$ cat src/rtl/writeback_arbiter_pkg.sv
// Shared types for the writeback arbiter: result entries, source select
// and register address width.
package writeback_arbiter_pkg;

   localparam int REG_ADDR_W = 5;
   localparam int WB_DATA_W  = 32;

   typedef struct packed {
      logic [REG_ADDR_W-1:0] rd;
      logic [WB_DATA_W-1:0]  data;
   } wb_entry_t;

   typedef enum logic [1:0] {
      WB_NONE,
      WB_ALU,
      WB_LSU_FIFO,
      WB_LSU_BYP
   } wb_src_e;

endpackage

$ cat src/rtl/wb_fifo.sv
// DEPTH-entry FIFO of writeback entries; head is visible combinationally
// and pointers wrap modulo DEPTH (DEPTH must be a power of two).
module wb_fifo
   import writeback_arbiter_pkg::*;
#(
   parameter int DEPTH = 4
) (
   input  logic      clk,
   input  logic      rst_n,
   input  logic      i_push,
   input  wb_entry_t i_data,
   input  logic      i_pop,
   output wb_entry_t o_head,
   output logic      o_full,
   output logic      o_empty
);

   localparam int PTR_W = $clog2(DEPTH);

   wb_entry_t        r_mem [DEPTH];
   logic [PTR_W-1:0] r_wr_ptr;
   logic [PTR_W-1:0] r_rd_ptr;
   logic [PTR_W:0]   r_count;
   logic             w_do_push;
   logic             w_do_pop;

   assign o_full    = (r_count == (PTR_W+1)'(DEPTH));
   assign o_empty   = (r_count == '0);
   assign w_do_push = i_push && !o_full;
   assign w_do_pop  = i_pop && !o_empty;
   assign o_head    = r_mem[r_rd_ptr];

   // Storage carries no reset; occupancy is tracked by the pointers alone.
   always_ff @(posedge clk) begin
      if (w_do_push) r_mem[r_wr_ptr] <= i_data;
   end

   always_ff @(posedge clk or negedge rst_n) begin
      if (!rst_n) begin
         r_wr_ptr <= '0;
         r_rd_ptr <= '0;
         r_count  <= '0;
      end else begin
         if (w_do_push) r_wr_ptr <= r_wr_ptr + PTR_W'(1);
         if (w_do_pop)  r_rd_ptr <= r_rd_ptr + PTR_W'(1);
         case ({w_do_push, w_do_pop})
            2'b10:   r_count <= r_count + (PTR_W+1)'(1);
            2'b01:   r_count <= r_count - (PTR_W+1)'(1);
            default: r_count <= r_count;
         endcase
      end
   end

endmodule

$ cat src/rtl/writeback_arbiter.sv
// Writeback stage: merges ALU and buffered LSU results onto the single
// register-file write port and tracks pending LSU destinations.
module writeback_arbiter
   import writeback_arbiter_pkg::*;
#(
   parameter int DATA_N     = WB_DATA_W,
   parameter int SIZE       = 32,
   parameter int DEPTH      = 4,
   parameter int STARVE_MAX = 8
) (
   input  logic                  clk,
   input  logic                  rst_n,
   input  logic                  alu_valid,
   input  logic [REG_ADDR_W-1:0] alu_rd,
   input  logic [DATA_N-1:0]     alu_data,
   input  logic                  lsu_valid,
   output logic                  lsu_ready,
   input  logic [REG_ADDR_W-1:0] lsu_rd,
   input  logic [DATA_N-1:0]     lsu_data,
   input  logic                  issue_valid,
   input  logic [REG_ADDR_W-1:0] issue_rd,
   input  logic [REG_ADDR_W-1:0] q0_addr,
   input  logic [REG_ADDR_W-1:0] q1_addr,
   output logic                  q0_busy,
   output logic                  q1_busy,
   output logic                  stall_req,
   output logic                  wr_en,
   output logic [REG_ADDR_W-1:0] w_addr,
   output logic [DATA_N-1:0]     w_data
);

   localparam int CNT_W = $clog2(STARVE_MAX + 1);

   wb_entry_t             w_lsu_entry;
   wb_entry_t             w_head;
   logic                  w_full;
   logic                  w_empty;
   logic                  w_lsu_acc;
   logic                  w_alu_win;
   logic                  w_push;
   logic                  w_pop;
   wb_src_e               w_src;
   logic [REG_ADDR_W-1:0] w_sel_rd;
   logic [DATA_N-1:0]     w_sel_data;
   logic [CNT_W-1:0]      w_starve_inc;
   logic [SIZE-1:0]       w_busy_nxt;
   logic [SIZE-1:0]       r_busy;
   logic [CNT_W-1:0]      r_starve;

   assign w_lsu_entry = '{rd: lsu_rd, data: lsu_data};
   assign lsu_ready   = !w_full;
   assign w_lsu_acc   = lsu_valid && !w_full;
   assign w_alu_win   = alu_valid && (alu_rd != '0);
   assign q0_busy     = r_busy[q0_addr];
   assign q1_busy     = r_busy[q1_addr];

   // Bypass is only legal with an empty FIFO, otherwise ordering breaks.
   always_comb begin
      w_src = WB_NONE;
      if (w_alu_win)                         w_src = WB_ALU;
      else if (!w_empty)                     w_src = WB_LSU_FIFO;
      else if (w_lsu_acc && lsu_rd != '0)    w_src = WB_LSU_BYP;
   end

   assign w_push = w_lsu_acc && (lsu_rd != '0) && (w_src != WB_LSU_BYP);
   assign w_pop  = (w_src == WB_LSU_FIFO);

   always_comb begin
      w_sel_rd   = lsu_rd;
      w_sel_data = lsu_data;
      case (w_src)
         WB_ALU: begin
            w_sel_rd   = alu_rd;
            w_sel_data = alu_data;
         end
         WB_LSU_FIFO: begin
            w_sel_rd   = w_head.rd;
            w_sel_data = w_head.data;
         end
         default: ;
      endcase
   end

   // A new issue to the same register outranks the completing write.
   always_comb begin
      w_busy_nxt = r_busy;
      if (w_src == WB_LSU_FIFO || w_src == WB_LSU_BYP) w_busy_nxt[w_sel_rd] = 1'b0;
      if (issue_valid && issue_rd != '0)             w_busy_nxt[issue_rd] = 1'b1;
      w_busy_nxt[0] = 1'b0;
   end

   assign w_starve_inc = r_starve + CNT_W'(1);

   wb_fifo #(.DEPTH(DEPTH)) u_fifo (
      .clk     (clk),
      .rst_n   (rst_n),
      .i_push  (w_push),
      .i_data  (w_lsu_entry),
      .i_pop   (w_pop),
      .o_head  (w_head),
      .o_full  (w_full),
      .o_empty (w_empty)
   );

   always_ff @(posedge clk or negedge rst_n) begin
      if (!rst_n) begin
         wr_en     <= 1'b0;
         w_addr    <= '0;
         w_data    <= '0;
         stall_req <= 1'b0;
         r_starve  <= '0;
         r_busy    <= '0;
      end else begin
         wr_en     <= (w_src != WB_NONE);
         r_busy    <= w_busy_nxt;
         stall_req <= 1'b0;
         if (w_src != WB_NONE) begin
            w_addr <= w_sel_rd;
            w_data <= w_sel_data;
         end
         if (w_empty || w_pop) begin
            r_starve <= '0;
         end else if (w_starve_inc == CNT_W'(STARVE_MAX)) begin
            r_starve  <= '0;
            stall_req <= 1'b1;
         end else begin
            r_starve <= w_starve_inc;
         end
      end
   end

endmodule

$ cat config.mk
export PLATFORM = sky130hd
export DESIGN_NAME = writeback_arbiter
export DESIGN_NICKNAME = d
export VERILOG_FILES = /design/src/rtl/writeback_arbiter_pkg.sv /design/src/rtl/wb_fifo.sv /design/src/rtl/writeback_arbiter.sv
export SDC_FILE = /design/constraint.sdc
export NUM_CORES = 1
export LEC_CHECK = 0
export CAP_MARGIN = 20
export CORE_ASPECT_RATIO = 1.25
export CORE_MARGIN = 1
export CORE_UTILIZATION = 59
export CTS_CLUSTER_DIAMETER = 60
export CTS_CLUSTER_SIZE = 20
export DETAILED_ROUTE_END_ITERATION = 8
export MAX_ROUTING_LAYER = met4
export PLACE_DENSITY_LB_ADDON = 0.25
export SLEW_MARGIN = 25
export SYNTH_ARGS = -nofsm -noshare
export SYNTH_HDL_FRONTEND = slang
export SYNTH_HIERARCHICAL = 1
export SYNTH_SLANG_ARGS = --single-unit
$ cat constraint.sdc
create_clock -name clk -period 4.95 [get_ports clk]
set_input_delay 0.99 -clock clk [delete_from_list [all_inputs] [get_ports clk]]
set_output_delay 0.99 -clock clk [all_outputs]
set_load 0.05 [all_outputs]
==> results of run 1 <==
Yosys cell counts (3+ instances only):
| master | number | area share, % |
|---|---|---|
| a21o_1 | 4 | 0.29 |
| a21oi_1 | 9 | 0.44 |
| a221o_1 | 30 | 2.9 |
| a22o_1 | 6 | 0.52 |
| a22oi_1 | 3 | 0.22 |
| a2bb2oi_1 | 29 | 2.5 |
| a31oi_1 | 3 | 0.18 |
| and2_1 | 5 | 0.31 |
| and3_1 | 3 | 0.18 |
| buf_1 | 3 | 0.11 |
| buf_2 | 11 | 0.54 |
| buf_4 | 6 | 0.44 |
| buf_6 | 4 | 0.44 |
| clkbuf_1 | 16 | 0.59 |
| dfrtp_1 | 81 | 20 |
| edfxtp_1 | 148 | 44 |
| ha_1 | 6 | 0.74 |
| inv_1 | 18 | 0.66 |
| mux2_2 | 6 | 0.66 |
| mux2i_1 | 5 | 0.49 |
| mux4_2 | 55 | 12 |
| nand2_1 | 90 | 3.3 |
| nand3_1 | 5 | 0.25 |
| nor2_1 | 54 | 2.0 |
| nor2b_1 | 3 | 0.18 |
| nor3_1 | 5 | 0.25 |
| nor3b_1 | 4 | 0.29 |
| o21a_1 | 4 | 0.29 |
| o21ai_0 | 17 | 0.83 |
| o22ai_1 | 4 | 0.25 |
| o31ai_1 | 15 | 1.1 |
| xnor2_1 | 5 | 0.43 |
| xor2_1 | 3 | 0.26 |
area by class of cell:
type	instances	area (um2)
clock buffer	21	440
clock inverter	5	42.5
fill	1118	4620
inverter	20	75.1
multi-input combinational	402	3450
sequential	229	6470
tap	220	275
timing repair buffer	152	1470
sequential cells by signal (all words and copies together), names as in the netlist, 2 cells and up:
| register | flops |
|---|---|
| u_fifo/r_rd_ptr | 2 |
| w_addr | 5 |
| u_fifo/r_wr_ptr | 2 |
| u_fifo/r_count | 3 |
| r_busy | 31 |
| u_fifo/r_mem | 148 |
| w_data | 32 |
| r_starve | 4 |
routing by layer:
metal / GRT usage, % / vias to the layer above
met1: 34.7 / 3380
met2: 51.9 / 254
li1: - / 2953
met5: - / -
met4: 8.88 / 0
met3: 3.33 / 48
per-stage QoR:
stage | area (um2) | total power, mW | setup WS [ns] | cells
3_5_place_dp | 11700 | 5.78 | 0.611 | 1023
2_1_floorplan | 10200 | 4.87 | 1.38 | 691
5_1_grt | 12200 | 7.36 | 0.524 | 1049
3_3_place_gp | 11700 | 5.67 | 0.661 | 1023
4_1_cts | 12200 | 7.08 | 0.608 | 1049
6_report | 12200 | 7.03 | 0.643 | 1049
placed cells by master, fill, tap and decap left out, types with 4 or more instances in the layout:
cell               n
o21ai_0           17
a21oi_1            9
and2_2             4
mux4_2            55
dfrtp_1           79
nor3b_1            4
a2bb2oi_1         29
a221o_1           30
clkbuf_16         17
nor2_1            54
edfxtp_1         148
xnor2_1            5
a22o_1             6
o31ai_1           15
mux2_2             6
nand3_1            5
nor3_1             4
a21o_1             4
clkbuf_1           4
clkdlybuf4s50_1  132
nand2_1           90
mux2i_1            5
inv_1             18
ha_1               6
o22ai_1            4
buf_4             20
final timing paths:
path / to / slack (ns) / depth (start not counted)
max in group asynchronous: u_fifo/r_rd_ptr[0] / 3.50 / 2
min in group asynchronous: r_busy[13] / 0.57 / 1
min reg2reg: r_starve[0] / 0.48 / 1
min: r_starve[0] / 0.48 / 1
max reg2reg: r_busy[22] / 1.88 / 6
max: q0_busy / 0.64 / 5
cells by family (layout without fill, tap and decap cells):
kind of cell,after synthesis,after routing,synth area share (%)
buffers and inverters,60,198,2.86
adders and majority gates,7,7,0.933
xor gates and xnor gates,8,8,0.687
muxes,66,66,13.3
and+or+nand+nor,179,179,7.67
DFF,229,229,63.5
AOI/OAI and AO/OA,142,142,11.1
power breakdown:
group	leakage, nW	internal (mW)	total [mW]	switching (mW)
logic	1.89	1.22	2.79	1.58
registers	2.30	2.58	2.97	0.388
clock network	0.230	0.640	1.27	0.633
total	4.42	4.43	7.03	2.60
worst reg2reg max path: stages, from the launching register on:
cell and delay, ns:
dfrtp_2 1.02, mux4_2 0.46, mux2_2 0.31, o32ai_1 0.50, o211ai_1 0.34, o21ai_0 0.25, nand2_1 0.08
==> flow_metrics.env, run 1 <==
export IMPL_wirelength_um=24100
export IMPL_status="complete, no violations"
export IMPL_critPathKind="input port to primary output"
export IMPL_cp_top_family="multiplexers"
export IMPL_cts_root_buffer="clkbuf_16"
export IMPL_dpl_hpwl_um=16400
export IMPL_cpMostUsedCell="mux4_2"
export IMPL_wl_per_cell_um=23.0
export IMPL_gp_congestion=0.886
export IMPL_dieHeight_um=149
export IMPL_worstSetupStartpointType="input port"
export IMPL_yosysUniqueCellTypes=60
export IMPL_antenna_left=0
export IMPL_num_vias=6635
export IMPL_slew_viol_final=0
export IMPL_slew_headroom_pct=35.0
export IMPL_worstMarginPinSlew_ns=0.975
export IMPL_fp_dieArea_um2=17800
export IMPL_antenna_found_initial=0
export IMPL_grt_pass1_wl_um=38200
export IMPL_grt_max_degree=58
export IMPL_wl_met2_um=13200
export IMPL_fp_dieW_um=120
export IMPL_clockBufferDepth=3
export IMPL_areaGrowthSynthToFinish_pct=19.9
export IMPL_top_layer_used="met4"
export IMPL_finalCritPeriodShare_pct=87.0
export IMPL_avgSynthCellArea_um2=14.8
export IMPL_slowest_stage="clkdlybuf4s50_1"
export IMPL_fin_skew_ns=0.00984
export IMPL_rr_startpoint="u_fifo/r_rd_ptr[1]"
export IMPL_overflow=0
export IMPL_route_detailed_drc=0
export IMPL_ios=136
export IMPL_cts_sinks=229
export IMPL_p_per_area_nw_per_um2=575
export IMPL_cts_resized=0
export IMPL_hold_path_class="flip-flop to flip-flop"
export IMPL_hold_ws_ns=0.481
export IMPL_cts_buffers=16
export IMPL_io_buffer_count=135
export IMPL_tritoncts="built"
export IMPL_p_leak_nw=4.42
export IMPL_path_max_fanout=9
export IMPL_routed_wl_met3_um=1120
export IMPL_hold_violations=0
export IMPL_track_usage_pct=29.1
export IMPL_yosysSeqAreaShare_pct=63.5
export IMPL_async_flop_share_pct=35.4
export IMPL_rsz0062_at_grt="no"
export IMPL_viasPerCell=6.33
export IMPL_required_ns=3.96
export IMPL_critPathLaunch="q0_addr[0]"
export IMPL_drt_iter0_drc=487
export IMPL_netlist_area_um2=10200
export IMPL_setup_viol=0
export IMPL_drt_met1_wl_um=9250
export IMPL_irDropWorstVdd_mv=0.394
export IMPL_finalSetupTns_ns=0
export IMPL_post_route_cells_drive_above_1_share_pct=14.1
export IMPL_clkTransAtPathRegs_ns=0.08
export IMPL_nets=922
export IMPL_postCtsSetupRepairBufs=0
export IMPL_start_util_pct=60.5
export IMPL_synth_edff_count=148
export IMPL_ys_ff_latch=229
export IMPL_worstPathArrival_ns=3.32
export IMPL_fin_crit_ns=4.31
export IMPL_clock_latency_ns=0.49
export IMPL_drt_pre_antenna_iters=4
export IMPL_diodes=0
export IMPL_cp_end_kind="primary output"
export IMPL_rows=53
export IMPL_grt_pass1_vias=6953
export IMPL_drv_cap=0
export IMPL_syn_num_nets=792
export IMPL_hold_buffers=0
export IMPL_clock_fmax_ghz=0.232
export IMPL_crit_chain="clkdlybuf4s50_1 > mux4_2 > mux4_2 > mux2_2 > buf_4"
export IMPL_core_area_um2=16800
export IMPL_post_route_util_pct=72.6
export IMPL_crit_buf_inv=2
export IMPL_ys_flop_type="edfxtp_1"
export IMPL_max_stage_delay_ns=0.81
export IMPL_syn_inst=691
export IMPL_cts_max_level=1
export IMPL_yosysWarnings=6
export IMPL_holdCritStartpoint="r_starve[0]"
(Power assumes the default switching activity.)
==> run 2, diff against run 1 <==
Settings changed: CORE_UTILIZATION 59 to 40.
==> flow_metrics.env, run 2 (synthesized netlist as in run 1, its figures left out) <==
export IMPL_slew_viol_final=0
export IMPL_finalSetupTns_ns=0
export IMPL_rows=64
export IMPL_largest_reg_flops=148
export IMPL_areaGrowthSynthToFinish_pct=22.2
export IMPL_rsz0062_at_grt="no"
export IMPL_p_leak_nw=4.45
export IMPL_drt_met1_wl_um=10100
export IMPL_hold_violations=0
export IMPL_reg_top3="u_fifo/r_mem (148), w_data (32), r_busy (31)"
export IMPL_multi_input_area_um2=3460
export IMPL_wirelength_um=23800
export IMPL_fillCellCount=2098
export IMPL_wl_per_cell_um=20.5
export IMPL_fp_dieW_um=145
export IMPL_regArea_um2=6470
export IMPL_worstSetupStartpointType="input port"
export IMPL_path_max_fanout=9
export IMPL_place_ws_ns=0.589
export IMPL_cts_sinks=229
export IMPL_overflow=0
export IMPL_route_detailed_drc=0
export IMPL_clkTransAtPathRegs_ns=0.08
export IMPL_dp_cells=1130
export IMPL_drt_iter0_drc=381
export IMPL_antenna_left=0
export IMPL_clock_latency_ns=0.49
export IMPL_crit_buf_inv=2
export IMPL_dpl_hpwl_um=15600
export IMPL_track_usage_pct=19.5
export IMPL_grt_max_degree=65
export IMPL_hold_buffers=0
export IMPL_cp_end_kind="primary output"
export IMPL_num_vias=6426
export IMPL_setup_ws_ns=0.617
export IMPL_status="complete, no violations"
export IMPL_setup_viol=0
export IMPL_fin_crit_ns=4.33
export IMPL_antenna_found_initial=0
export IMPL_holdCritStartpoint="r_starve[0]"
export IMPL_hold_path_depth=1
export IMPL_post_route_cells_drive_above_1_share_pct=14.1
export IMPL_required_ns=3.96
export IMPL_mostFrequentLayoutCells="edfxtp_1, clkdlybuf4s50_1, nand2_1"
export IMPL_slowest_stage="clkdlybuf4s50_1"
export IMPL_whs_endpoint="r_starve[0]"
export IMPL_drt_pre_antenna_iters=4
export IMPL_cp_depth=5
export IMPL_top_layer_used="met4"
export IMPL_cts_max_level=1
export IMPL_slew_headroom_pct=36.4
export IMPL_core_area_um2=24700
export IMPL_r2r_end="u_fifo/r_count[2]"
export IMPL_wl_met2_um=12100
export IMPL_ff2ff_setup_slack_ns=1.97
export IMPL_gp_congestion=0.848
export IMPL_hold_path_class="flip-flop to flip-flop"
export IMPL_irDropWorstVdd_mv=0.416
export IMPL_grt_pass1_vias=6721
export IMPL_cts_root_buffer="clkbuf_16"
export IMPL_tritoncts="built"
export IMPL_fp_dieArea_um2=26100
export IMPL_cpMostUsedCell="mux4_2"
export IMPL_start_util_pct=41.2
export IMPL_grt_pass1_wl_um=37800
export IMPL_cts_resized=0
export IMPL_viasPerCell=5.55
export IMPL_drv_cap=0
export IMPL_clock_fmax_ghz=0.231
export IMPL_worstMarginPinSlew_ns=0.949
export IMPL_io_buffer_count=135
export IMPL_dieHeight_um=180
export IMPL_clockBufferDepth=3
export IMPL_layout_commonest_cell="edfxtp_1"
export IMPL_final_cells=1158
export IMPL_ios=136
export IMPL_fin_skew_ns=0.0104
export IMPL_worstPathArrival_ns=3.34
export IMPL_cts_buffers=16
export IMPL_postCtsSetupRepairBufs=0
export IMPL_critPathKind="input port to primary output"
export IMPL_p_per_area_nw_per_um2=576
export IMPL_finalCritPeriodShare_pct=87.5
export IMPL_rr_startpoint="u_fifo/r_count[0]"
export IMPL_max_stage_delay_ns=0.82
export IMPL_crit_chain="clkdlybuf4s50_1 > mux4_2 > mux4_2 > mux2_2 > buf_4"
export IMPL_routed_wl_met3_um=1170
export IMPL_nets=919
export IMPL_diodes=0
export IMPL_cp_top_family="multiplexers"
export IMPL_r2r_cells=10
export IMPL_largest_register="u_fifo/r_mem"
[run 2: cell count changes in the layout (fill, tap and decap cells not counted), sizes merged]
cell	change
buf	-3
clkinv	-3
inv	+1
clkbuf	+2
bufinv	+3
clkinvlp	-1
[run 2: final cells by class]
| cell class | count | area share, % |
|---|---|---|
| multi-input combinational | 402 | 27.8 |
| sequential | 229 | 52.0 |
| clock inverter | 5 | 0.884 |
| clock buffer | 23 | 3.60 |
| tap | 330 | 3.32 |
| timing repair buffer | 149 | 11.8 |
| inverter | 20 | 0.603 |
[run 2: worst max-delay path by stage]
stage	slack [ns]	endpoint	from
after floorplan	1.38	q0_busy	q0_addr[0]
after global placement	0.62	q0_busy	q0_addr[0]
after detailed placement	0.59	q0_busy	q0_addr[0]
after CTS	0.59	q0_busy	q0_addr[0]
after global routing	0.51	q0_busy	q0_addr[0]
final	0.62	q0_busy	q0_addr[0]
[run 2: power breakdown]
| part | total [mW] | switching [mW] | internal, mW |
|---|---|---|---|
| clock | 1.44 | 0.642 | 0.800 |
| combinational | 2.82 | 1.60 | 1.22 |
| sequential | 2.92 | 0.340 | 2.58 |
[run 2: worst reg2reg max path, delay by kind of cell (launching register included)]
kind	cells	cell delay, ns
xor gates and xnor gates	2	0.32
DFF	1	0.46
buffers and inverters	2	0.58
AOI/OAI and AO/OA	1	0.15
and+or+nand+nor	3	0.98
adders and majority gates	2	0.40
[run 2: metal layers]
| metal | track usage, % | up-vias |
|---|---|---|
| met5 | - | - |
| met4 | 4.42 | 0 |
| met3 | 2.60 | 29 |
| met2 | 32.9 | 181 |
| met1 | 24.8 | 3267 |
| li1 | - | 2949 |
[run 2: per-stage QoR]
step | utilization [%] | total power [mW] | area, um2 | hold slack (ns)
finish | 50.3 | 7.17 | 12500 | 0.465
global route | 50.3 | 7.56 | 12500 | 0.479
CTS | 50.3 | 7.24 | 12400 | 0.466
detailed placement | 48.1 | 5.79 | 11900 | 0.455
global placement | 48.1 | 5.76 | 11900 | 0.459
floorplan | - | 4.87 | 10200 | 0.431
